File: src/rtl/rom_boot_ctrl.sv
// Boot/ROM controller for the 68K side: stretched CPU reset with power-ready,
// N-bank synchronous ROM read port, AS_b/DTACK_b handshake with bus-error path.
module rom_boot_ctrl #(
  parameter int NUM_BANKS = 2,
  parameter int ADDR_W    = 23,
  parameter int DATA_W    = 16,
  parameter int BANK_LSB  = 18,
  parameter int BANK_AW   = 17,
  parameter int RST_HOLD  = 255,
  parameter int READ_LAT  = 1
) (
  input  logic                        clk,
  input  logic                        reset,
  input  logic                        soft_rst,
  input  logic                        as_b,
  input  logic                        br_w_b,
  input  logic [ADDR_W-1:0]           addr,
  input  logic [NUM_BANKS*DATA_W-1:0] rom_rdata,
  output logic [BANK_AW-1:0]          rom_addr,
  output logic [NUM_BANKS-1:0]        rom_re,
  output logic [DATA_W-1:0]           data,
  output logic                        dtack_b,
  output logic                        berr_b,
  output logic                        cpu_rst_b,
  output logic                        pr1,
  output logic                        busy
);

  localparam int         BANK_W    = (NUM_BANKS > 1) ? $clog2(NUM_BANKS) : 1;
  localparam logic [15:0] HOLD_LAST = 16'(RST_HOLD - 1);
  localparam logic [2:0]  LAT_LAST  = 3'(READ_LAT);

  typedef enum logic {S_HOLD, S_RUN} seq_e;
  typedef enum logic [1:0] {B_IDLE, B_WAIT, B_ACK, B_ERR} bus_e;

  seq_e                 seq_q, seq_d;
  logic [15:0]          hold_cnt_q, hold_cnt_d;
  logic                 cpu_rst_b_q, cpu_rst_b_d;
  logic                 pr1_q, pr1_d;
  bus_e                 bus_q, bus_d;
  logic [2:0]           lat_q, lat_d;
  logic [BANK_W-1:0]    bank_q, bank_d;
  logic [NUM_BANKS-1:0] rom_re_q, rom_re_d;
  logic [DATA_W-1:0]    data_q, data_d;
  logic                 dtack_b_q, dtack_b_d;
  logic                 berr_b_q, berr_b_d;
  logic                 as_b_q;

  logic [BANK_W-1:0]    bank;
  logic                 bank_ok;
  logic                 as_fall;
  logic                 bus_en;
  logic [DATA_W-1:0]    rd_sel;
  logic                 unused_addr;

  assign bank        = addr[BANK_LSB +: BANK_W];
  assign bank_ok     = int'(bank) < NUM_BANKS;
  assign as_fall     = !as_b && as_b_q;
  assign rom_addr    = addr[BANK_AW-1:0];
  assign unused_addr = ^addr;
  // A soft reset request shuts the bus down on the same edge the sequencer re-enters HOLD.
  assign bus_en      = (seq_q == S_RUN) && !soft_rst;

  always_comb begin
    rd_sel = '0;
    for (int k = 0; k < NUM_BANKS; k++) begin
      if (bank_q == BANK_W'(k)) rd_sel = rom_rdata[k*DATA_W +: DATA_W];
    end
  end

  always_comb begin
    seq_d       = seq_q;
    hold_cnt_d  = hold_cnt_q;
    cpu_rst_b_d = cpu_rst_b_q;
    pr1_d       = pr1_q;
    case (seq_q)
      S_HOLD: begin
        cpu_rst_b_d = 1'b0;
        if (soft_rst) begin
          hold_cnt_d = '0;
        end else if (hold_cnt_q == HOLD_LAST) begin
          seq_d       = S_RUN;
          hold_cnt_d  = '0;
          cpu_rst_b_d = 1'b1;
          pr1_d       = 1'b1;
        end else begin
          hold_cnt_d = hold_cnt_q + 16'd1;
        end
      end
      default: begin
        if (soft_rst) begin
          seq_d       = S_HOLD;
          hold_cnt_d  = '0;
          cpu_rst_b_d = 1'b0;
        end
      end
    endcase
  end

  always_comb begin
    bus_d     = bus_q;
    lat_d     = lat_q;
    bank_d    = bank_q;
    rom_re_d  = '0;
    data_d    = data_q;
    dtack_b_d = dtack_b_q;
    berr_b_d  = berr_b_q;
    if (!bus_en) begin
      bus_d     = B_IDLE;
      lat_d     = '0;
      bank_d    = '0;
      data_d    = '0;
      dtack_b_d = 1'b1;
      berr_b_d  = 1'b1;
    end else begin
      case (bus_q)
        B_IDLE: begin
          if (as_fall) begin
            if (br_w_b && bank_ok) begin
              bank_d = bank;
              lat_d  = '0;
              bus_d  = B_WAIT;
              for (int k = 0; k < NUM_BANKS; k++) begin
                rom_re_d[k] = (bank == BANK_W'(k));
              end
            end else begin
              bus_d = B_ERR;
            end
          end
        end
        B_WAIT: begin
          // Counter spans the rom_re issue cycle plus READ_LAT ROM cycles.
          if (as_b) begin
            bus_d = B_IDLE;
          end else if (lat_q == LAT_LAST) begin
            data_d    = rd_sel;
            dtack_b_d = 1'b0;
            bus_d     = B_ACK;
          end else begin
            lat_d = lat_q + 3'd1;
          end
        end
        B_ACK: begin
          if (as_b) begin
            dtack_b_d = 1'b1;
            bus_d     = B_IDLE;
          end
        end
        B_ERR: begin
          if (as_b) begin
            berr_b_d = 1'b1;
            bus_d    = B_IDLE;
          end else begin
            berr_b_d = 1'b0;
          end
        end
        default: bus_d = B_IDLE;
      endcase
    end
  end

  always_ff @(posedge clk or posedge reset) begin
    if (reset) begin
      seq_q       <= S_HOLD;
      hold_cnt_q  <= '0;
      cpu_rst_b_q <= 1'b0;
      pr1_q       <= 1'b0;
      bus_q       <= B_IDLE;
      lat_q       <= '0;
      bank_q      <= '0;
      rom_re_q    <= '0;
      data_q      <= '0;
      dtack_b_q   <= 1'b1;
      berr_b_q    <= 1'b1;
      as_b_q      <= 1'b1;
    end else begin
      seq_q       <= seq_d;
      hold_cnt_q  <= hold_cnt_d;
      cpu_rst_b_q <= cpu_rst_b_d;
      pr1_q       <= pr1_d;
      bus_q       <= bus_d;
      lat_q       <= lat_d;
      bank_q      <= bank_d;
      rom_re_q    <= rom_re_d;
      data_q      <= data_d;
      dtack_b_q   <= dtack_b_d;
      berr_b_q    <= berr_b_d;
      as_b_q      <= as_b;
    end
  end

  assign rom_re    = rom_re_q;
  assign data      = data_q;
  assign dtack_b   = dtack_b_q;
  assign berr_b    = berr_b_q;
  assign cpu_rst_b = cpu_rst_b_q;
  assign pr1       = pr1_q;
  assign busy      = (bus_q != B_IDLE);

endmodule

File: config.mk
export PLATFORM = sky130hd
export DESIGN_NAME = rom_boot_ctrl
export DESIGN_NICKNAME = d
export VERILOG_FILES = /design/src/rtl/rom_boot_ctrl.sv
export SDC_FILE = /design/constraint.sdc
export NUM_CORES = 1
export LEC_CHECK = 0
export CAP_MARGIN = 30
export CORE_ASPECT_RATIO = 0.8
export CORE_MARGIN = 1
export CORE_UTILIZATION = 30
export CTS_CLUSTER_SIZE = 24
export DETAILED_ROUTE_END_ITERATION = 8
export GPL_TIMING_DRIVEN = 1
export MAX_ROUTING_LAYER = met4
export PLACE_DENSITY = 0.69
export SYNTH_ARGS = -nofsm -noshare
export SYNTH_HDL_FRONTEND = slang
export SYNTH_SLANG_ARGS = --single-unit
File: constraint.sdc
create_clock -name clk -period 2.9 [get_ports clk]
set_input_delay 0.435 -clock clk [delete_from_list [all_inputs] [get_ports clk]]
set_output_delay 0.435 -clock clk [all_outputs]
set_load 0.05 [all_outputs]
Yosys cells after proc, flatten, opt, wreduce, memory -nomap -nowiden

Cells that the tools add are included.

Flip-flop bits (word level): 46
Input port bits: 60
Output and inout bits: 40
Logic and storage cells: 97

$add $sub $neg: 2
Equality and inequality tests: 23
Muxes and demuxes: 44
Bitwise logic cells: 3
Reduce and logical (&&, ||, !) cells: 13

Operator list:

| operator              | count |
|---|---|
| $mux 16               | 9 |
| $ne 3x3->1 const B    | 7 |
| $mux 2                | 10 |
| $mux 1                | 17 |
| $add 16x1->16 const B | 1 |
| $eq 16x8->1 const B   | 1 |
| $mux 3                | 5 |
| $reduce_and 3->1      | 4 |
| $ne 2x1->1 const B    | 4 |
| $ne 2x2->1 const B    | 4 |
| $ne 3x1->1 const B    | 2 |
| $pmux 2 s3            | 1 |
| $pmux 3 s2            | 1 |
| $reduce_and 5->1      | 1 |
| $eq 2x2->1 const B    | 2 |
| $ne 4x4->1 const B    | 1 |
| $reduce_and 4->1      | 1 |
| $add 3x1->3 const B   | 1 |
| $eq 3x1->1 const B    | 1 |
| $not 1->1             | 3 |
| $eq 2x1->1 const B    | 1 |
| $logic_and 1x1->1     | 2 |
| $logic_not 1->1       | 2 |
| $logic_not 2->1       | 1 |
| 3 further kinds       | 3 |

Logic depth before layout (Yosys ltp)

Gate-level depths: netlist of run 1.

Depth in word-level cells: 5
Gate-level depth with buffers: 8

Worst setup path before layout of run 1

OpenSTA, ideal clock, no wires.

Path type: register to register
Start: register hold_cnt_q[0]
End: register hold_cnt_q[2]
Arrival: 1.919 ns
Data required time: 2.761 ns
Path slack: 0.842 ns
Stages on the path, launching flop included: 9
Period minus slack after synthesis: 2.058 ns
Cell sequence: dfrtp_1 -> inv_1 -> ha_1 -> or4b_1 -> nor4_4 -> nor3_2 -> buf_6 -> a21oi_1 -> a31oi_1

Word-level cells in the longest chain between the ends: 4

RTL lines:

| item                                                | RTL line | source |
|---|---|---|
| start, declared                                     | 37       | `logic [15:0] hold_cnt_q, hold_cnt_d;` |
| start signal, assigned                              | 178      | `hold_cnt_q <= hold_cnt_d;` |
| $add 16x1->16 / $eq 16x8->1 (equally long branches) | 87, 81   |  |
| $mux 16 *                                           | 81       | `end else if (hold_cnt_q == HOLD_LAST) begin` |
| $mux 16 *                                           | 79       | `if (soft_rst) begin` |
| $mux 16 *                                           | 76       | `case (seq_q)` |

Every way passes the cells marked *; elsewhere a longest branch is shown, timed or not.
A chain may end at the register's enable or synchronous reset.

Worst setup path in the final report of run 1

Start: register hold_cnt_q[0]
End: register hold_cnt_q[15]

The elaborated chain is that of the path after synthesis.

==> results.py, run 1 <==
metrics = {
    "outcome": {
        "status": "complete, no violations",
    },
    "timing": {
        "fin_tns_setup_ns": 0,
        "relSlewSlack_pct": 38.13,
        "post-route-period-util_pct": 82.85,
        "timing.final.crit_period_ns": 2.403,
        "setup_viol": 0,
        "grt_setup_unrepaired": "no",
        "finClkSkew_ns": 0.004910,
        "drv_slew": 0,
        "timing.fmax_ghz": 0.4162,
        "tightest_slew_ns": 0.9230,
        "hold_viol_final": 0,
    },
    "clock_network": {
        "ctsHtreeMaxLevel": 2,
        "clk_path_buf_depth": 2,
        "cts_resized": 0,
        "cts_tree": "done",
        "cts_setup_buffers": 0,
        "ctsHoldBuffers": 0,
        "clk_latency_ns": 0.30,
        "clock_sinks": 46,
        "cts_made_buffers": 5,
        "clk_pin_slew_ns": 0.08,
        "root_buffer": "clkbuf_8",
    },
    "finish": {
        "final_layout_size_suffix_gt1_share_pct": 7.095,
        "fin_area_um2": 3154,
        "antenna_cells": 0,
        "areaGrowthSynthToFinish_pct": 27.90,
        "nNetsFinal": 359,
        "nFillCells": 800,
    },
    "global_route": {
        "top_usage_layer": "met2",
        "grt_max_degree": 33,
        "track_usage_pct": 13.19,
        "met3_usage_pct": 3.367,
        "grt_pass1_vias": 1953,
        "grt_use_met1_pct": 17.47,
        "antenna_found_initial": 0,
        "use_met2_pct": 19.33,
        "grt-ovfl-total": 0,
        "grt_first_pass_wirelength_um": 8749,
    },
    "setup_path": {
        "critPathArrivalTime_ns": 2.56,
        "crit_path_start": "hold_cnt_q[0]",
        "rrSetupSlack_ns": 0.50,
        "cpPeakStageDelay_ns": 0.49,
        "path_class": "reg2reg",
        "crit_end": "hold_cnt_q[15]",
        "cp_cell_sequence": "inv_1, ha_1, or4b_1, nor4_4, nand2b_1, a31o_2, a31oi_1",
        "cp.required_ns": 3.06,
        "worst-path-max-fanout": 10,
        "reg2reg_to": "hold_cnt_q[15]",
        "endpoint_kind": "flip-flop",
        "start_kind": "flip-flop",
        "worstReg2RegStart": "hold_cnt_q[0]",
        "r2r_cells": 7,
        "critical_path.slowest_cell": "or4b_1",
    },
    "power": {
        "switchingPower_mw": 0.2703,
        "leakage_nw": 1.223,
        "intPower_mw": 0.9732,
        "vdd_ir_drop_max_uv": 163.2,
        "combPwrFrac_pct": 8.5,
        "p_seq_share_pct": 53.5,
        "pwr-share-clk_pct": 37.9,
        "switching_share_pct": 21.73,
        "power_density_nw_per_um2": 394.2,
    },
    "route": {
        "drc": 0,
        "wirelength_um": 5102,
        "drt_iter0_markers": 73,
        "vias_per_cell": 4.866,
        "ant_nets": 0,
        "wl_per_cell_um": 12.63,
        "vias": 1966,
        "drt_pass1_iterations": 4,
    },
    "logic_synthesis": {
        "syn_avg_cell_area_um2": 9.671,
        "synth_most_common_cell": "dfrtp_1",
        "yosysTopAreaCell": "dfrtp_1",
        "yosysTopAreaCellShare_pct": 43.63,
        "netlist_top_cells_area": "dfrtp_1 44%, mux2i_1 7.7%, buf_4 5.5%, a211oi_1 4.9%, nor2_1 4.6%",
        "ys_seq_elements": 46,
        "synth-seq-area-share_pct": 46.83,
        "synth_nets": 319,
        "synth_area_um2": 2466,
        "synth_edf_count": 0,
        "synth_cell_types": 44,
        "ys_dominant_reg_cell": "dfrtp_1",
        "synth-async-reset-ratio_pct": 100.0,
        "synth_common_cells": "43 x dfrtp_1, 30 x nor2_1, 19 x mux2i_1",
        "synthCells": 255,
        "ys_warn_count": 0,
    },
    "placement": {
        "hpwl_um": 3797,
        "gp_congestion": 0.7333,
        "io_buffer_count": 60,
        "place_area_um2": 3048,
    },
    "floorplanning": {
        "num_rows": 29,
        "die_area_um2": 8590,
        "boundaryPins": 100,
        "core_area_um2": 7946,
        "die_y_um": 83.10,
        "initial_core_util_pct": 31.03,
        "fp.dieW_um": 103.4,
    },
    "flow_run": {
        "cap_violations": 0,
    },
    "min_path": {
        "hold_class": "in2async",
    },
}
==> worst min path at each step <==
stage / start / endpoint / slack (ns) / cells past startpoint
finish: reset / bank_q / 0.38 / 2
global route: reset / data[15] / 0.42 / 2
CTS: reset / bank_q / 0.39 / 2
detailed placement: pr1 / pr1 / 0.45 / 1
global placement: pr1 / pr1 / 0.44 / 1
floorplan: as_b / as_b_q / 0.44 / 0
==> flip-flops by register name (all words and copies together) (netlist names) <==
register,count
data,16
hold_cnt_q,16
lat_q,3
bus_q,2
rom_re,2
as_b_q,1
bank_q,1
berr_b,1
cpu_rst_b,1
dtack_b,1
pr1,1
seq_q,1
==> layout make-up <==
| type | instances | area [um2] | share of cell area [%] |
|---|---|---|---|
| Clock buffer | 7 | 76.32 | 2.420 |
| Multi-Input combinational cell | 169 | 1090 | 34.55 |
| Timing Repair Buffer | 65 | 638.1 | 20.23 |
| Inverter | 8 | 30.03 | 0.9520 |
| Sequential cell | 46 | 1155 | 36.61 |
| Clock inverter | 1 | 30.03 | 0.9520 |
| Tap cell | 108 | 135.1 | 4.284 |
==> metal layers <==
layer,up-vias,share of wire [%]
li1,966,-
met1,936,50
met2,59,45
met3,5,5.0
met4,0,0.49
met5,-,0
==> metrics by stage <==
step,utilization [%],hold slack (ns),worst slack [ns],instances,total power [mW]
floorplan,-,0.4395,0.8423,255,0.7841
global placement,38.36,0.4423,0.5390,396,0.7832
detailed placement,38.36,0.4479,0.5243,396,0.7858
CTS,39.69,0.3940,0.4924,404,1.252
global route,39.69,0.4160,0.3666,404,1.296
finish,39.69,0.3844,0.4974,404,1.244
==> critical path, delay by kind of cell, from the launching register on <==
family | cells | cell delay [ns]
compound gates | 2 | 0.25
fa+ha+maj | 1 | 0.13
buf+inv | 1 | 0.08
flops | 1 | 0.43
simple gates | 3 | 1.36
==> placed cells by master (no fill, tap or decap), drive strengths merged, types with 2 or more instances in the layout <==
cell type      count
nor2              30
a41oi              2
clkdlybuf4s50     60
a21oi              9
o21ai             12
nand3              8
nor3               4
or3                4
clkbuf             7
buf                5
xor2               2
dfrtp             43
a31oi              8
nand4              3
nand2b             7
ha                 4
inv                8
a211oi            16
dfstp              3
a21o               2
nand2             15
nor2b              3
mux2i             19
and3               4
==> kinds of logic (layout without fill, tap and decap cells) <==
logic type	Yosys count	in the layout	synth area share [%]
flip-flops	46	46	46.83
AO/OA/AOI/OAI	57	57	15.02
multiplexers	20	20	8.168
adder cells (fa/ha/maj)	4	4	2.030
AND/OR/NAND/NOR	86	86	18.06
buffers and inverters	40	81	9.183
XOR/XNOR	2	2	0.7104
==> power groups by stage <==
stage	sequential [mW]	combinational (mW)	clock, mW
6_report	0.666	0.106	0.472
5_1_grt	0.668	0.119	0.508
4_1_cts	0.665	0.108	0.479
3_5_place_dp	0.678	0.108	0
3_3_place_gp	0.677	0.106	0
2_1_floorplan	0.674	0.110	0
(Power assumes the default switching activity.)
==> inputs of run 2 (changes only) <==
PLACE_DENSITY = 0.71   (was 0.69)
clock period = 2 ns   (was 2.9 ns; I/O delays follow)
==> run 2 against run 1 <==
  * Clock-buffer cell count stayed put
  * Power increased by 40%
  * Die area is the same
  * First-iteration DRC count grew 8.2%
  * Fmax rose by 25%
  * Utilization increased by 2.4 points
  * Via count rose by 5.0%
  * Sequential power is 43% higher
  * Critical path type unchanged
  * Highest routed layer unchanged
==> results.py, run 2 (same netlist as run 1, synthesis figures left out) <==
metrics = {
    "global_route": {
        "grt_first_pass_wirelength_um": 9239,
        "grt_pass1_vias": 1981,
        "grt_max_degree": 33,
        "track_usage_pct": 13.96,
        "antenna_found_initial": 0,
        "grt-ovfl-total": 0,
    },
    "floorplanning": {
        "core_area_um2": 7946,
        "num_rows": 29,
        "die_area_um2": 8590,
        "fp.dieW_um": 103.4,
        "boundaryPins": 100,
        "die_y_um": 83.10,
        "initial_core_util_pct": 31.03,
    },
    "clock_network": {
        "clk_path_buf_depth": 2,
        "cts_tree": "done",
        "ctsHtreeMaxLevel": 2,
        "clk_latency_ns": 0.30,
        "cts_made_buffers": 5,
        "clock_sinks": 46,
        "clk_pin_slew_ns": 0.09,
        "root_buffer": "clkbuf_8",
        "ctsHoldBuffers": 0,
    },
    "route": {
        "drt_pass1_iterations": 4,
        "vias": 2064,
        "drc": 0,
        "met3_length_um": 283,
        "wirelength_um": 5553,
        "wl_per_cell_um": 13.10,
        "top_layer": "met4",
        "drt_iter0_markers": 79,
        "wl_met1_um": 2602,
        "vias_per_cell": 4.868,
        "wl_met2_um": 2567,
        "ant_nets": 0,
    },
    "setup_path": {
        "critPathArrivalTime_ns": 2.08,
        "endpoint_kind": "flip-flop",
        "cp_cell_sequence": "or4bb_1, nor4_4, buf_4, nand2b_4, buf_6, a21o_1, a31oi_1",
        "path_class": "reg2reg",
        "critical_path.slowest_cell": "or4bb_1",
        "cpPeakStageDelay_ns": 0.54,
        "cp.required_ns": 2.16,
        "worst-path-max-fanout": 5,
        "start_kind": "flip-flop",
    },
    "timing": {
        "finClkSkew_ns": 0.01206,
        "grt_setup_unrepaired": "yes",
        "relSlewSlack_pct": 57.20,
        "tightest_slew_ns": 0.6399,
        "hold_viol_final": 0,
        "drv_slew": 0,
        "timing.fmax_ghz": 0.5222,
        "setup_viol": 0,
        "post-route-period-util_pct": 95.75,
        "timing.final.crit_period_ns": 1.915,
        "hold_ws_ns": 0.3195,
        "fin_tns_setup_ns": 0,
    },
    "finish": {
        "final_layout_size_suffix_gt1_share_pct": 15.51,
        "multi_input_area_um2": 1126,
        "seq_area_um2": 1155,
        "final_cell_mix": "57 x clkdlybuf4s50_1, 43 x dfrtp_1, 30 x nor2_1",
        "nNetsFinal": 379,
        "areaGrowthSynthToFinish_pct": 35.72,
        "antenna_cells": 0,
        "final_common_cell": "clkdlybuf4s50_1",
        "nFillCells": 774,
    },
    "placement": {
        "gp_congestion": 0.7884,
        "io_buffer_count": 60,
        "hpwl_um": 4063,
    },
    "min_path": {
        "hold_class": "in2async",
    },
    "power": {
        "vdd_ir_drop_max_uv": 223.7,
        "power_density_nw_per_um2": 521.9,
        "finalPower_mw": 1.747,
        "leakage_nw": 1.341,
    },
    "flow_run": {
        "cap_violations": 0,
    },
    "outcome": {
        "status": "complete, no violations",
    },
}
## run 2: cell types whose count changed in the layout (fill, tap and decap cells not counted), moves of 2 or more
cell | previous run | this run
buf_4 | 5 | 25
clkdlybuf4s50_1 | 60 | 57
buf_12 | 0 | 2
o21ai_0 | 9 | 7
o21ai_1 | 3 | 5
## run 2: final timing paths
kind                                     from              to  slack [ns]  cells after the start
worst min register to register            pr1             pr1        0.47                      1
worst min-delay path                    reset   hold_cnt_q[5]        0.32                      2
worst max-delay path            hold_cnt_q[8]  hold_cnt_q[14]        0.09                      7
worst max register to register  hold_cnt_q[8]  hold_cnt_q[14]        0.09                      7
min in group clk                          pr1             pr1        0.47                      1
max in group asynchronous               reset        lat_q[0]        1.04                      3
## run 2: layout make-up
cell class / count / share of cell area [%]
Clock buffer: 7 / 2.579
Tap cell: 108 / 4.037
Clock inverter: 1 / 0.1495
Inverter: 8 / 0.8972
Timing Repair Buffer: 85 / 24.19
Multi-Input combinational cell: 169 / 33.64
Sequential cell: 46 / 34.50
## run 2: what timing repair did
action,4_1_cts,5_1_grt
gates resized for setup,6,4
endpoints found under the setup margin,1,14
pin swaps,3,3
setup buffers,1,1
cloned,1,0
## run 2: stage by stage
stage / util [%] / instance area, um2 / setup WS [ns] / instances
2_1_floorplan: - / 2466 / 0.08463 / 255
3_3_place_gp: 40.28 / 3201 / 0.03721 / 414
3_5_place_dp: 40.28 / 3201 / 0.006423 / 414
4_1_cts: 41.90 / 3329 / -0.004817 / 423
5_1_grt: 42.12 / 3347 / -0.008750 / 424
6_report: 42.12 / 3347 / 0.08508 / 424
## run 2: power breakdown
part           switching, mW  internal, mW
registers            0.00860         0.944
logic                 0.0835         0.117
clock network          0.315         0.279
## run 2: layer usage
layer | track usage, % | vias up
met4 | 5.762 | 0
met5 | - | -
met3 | 2.778 | 10
li1 | - | 1012
met2 | 19.93 | 63
met1 | 19.18 | 979
## run 2: critical path: cells and delay by family (launching register included)
family | cells | cell delay, ns
buffers and inverters | 2 | 0.30
AO/OA/AOI/OAI | 2 | 0.15
flip-flops | 1 | 0.38
AND/OR/NAND/NOR | 3 | 0.93
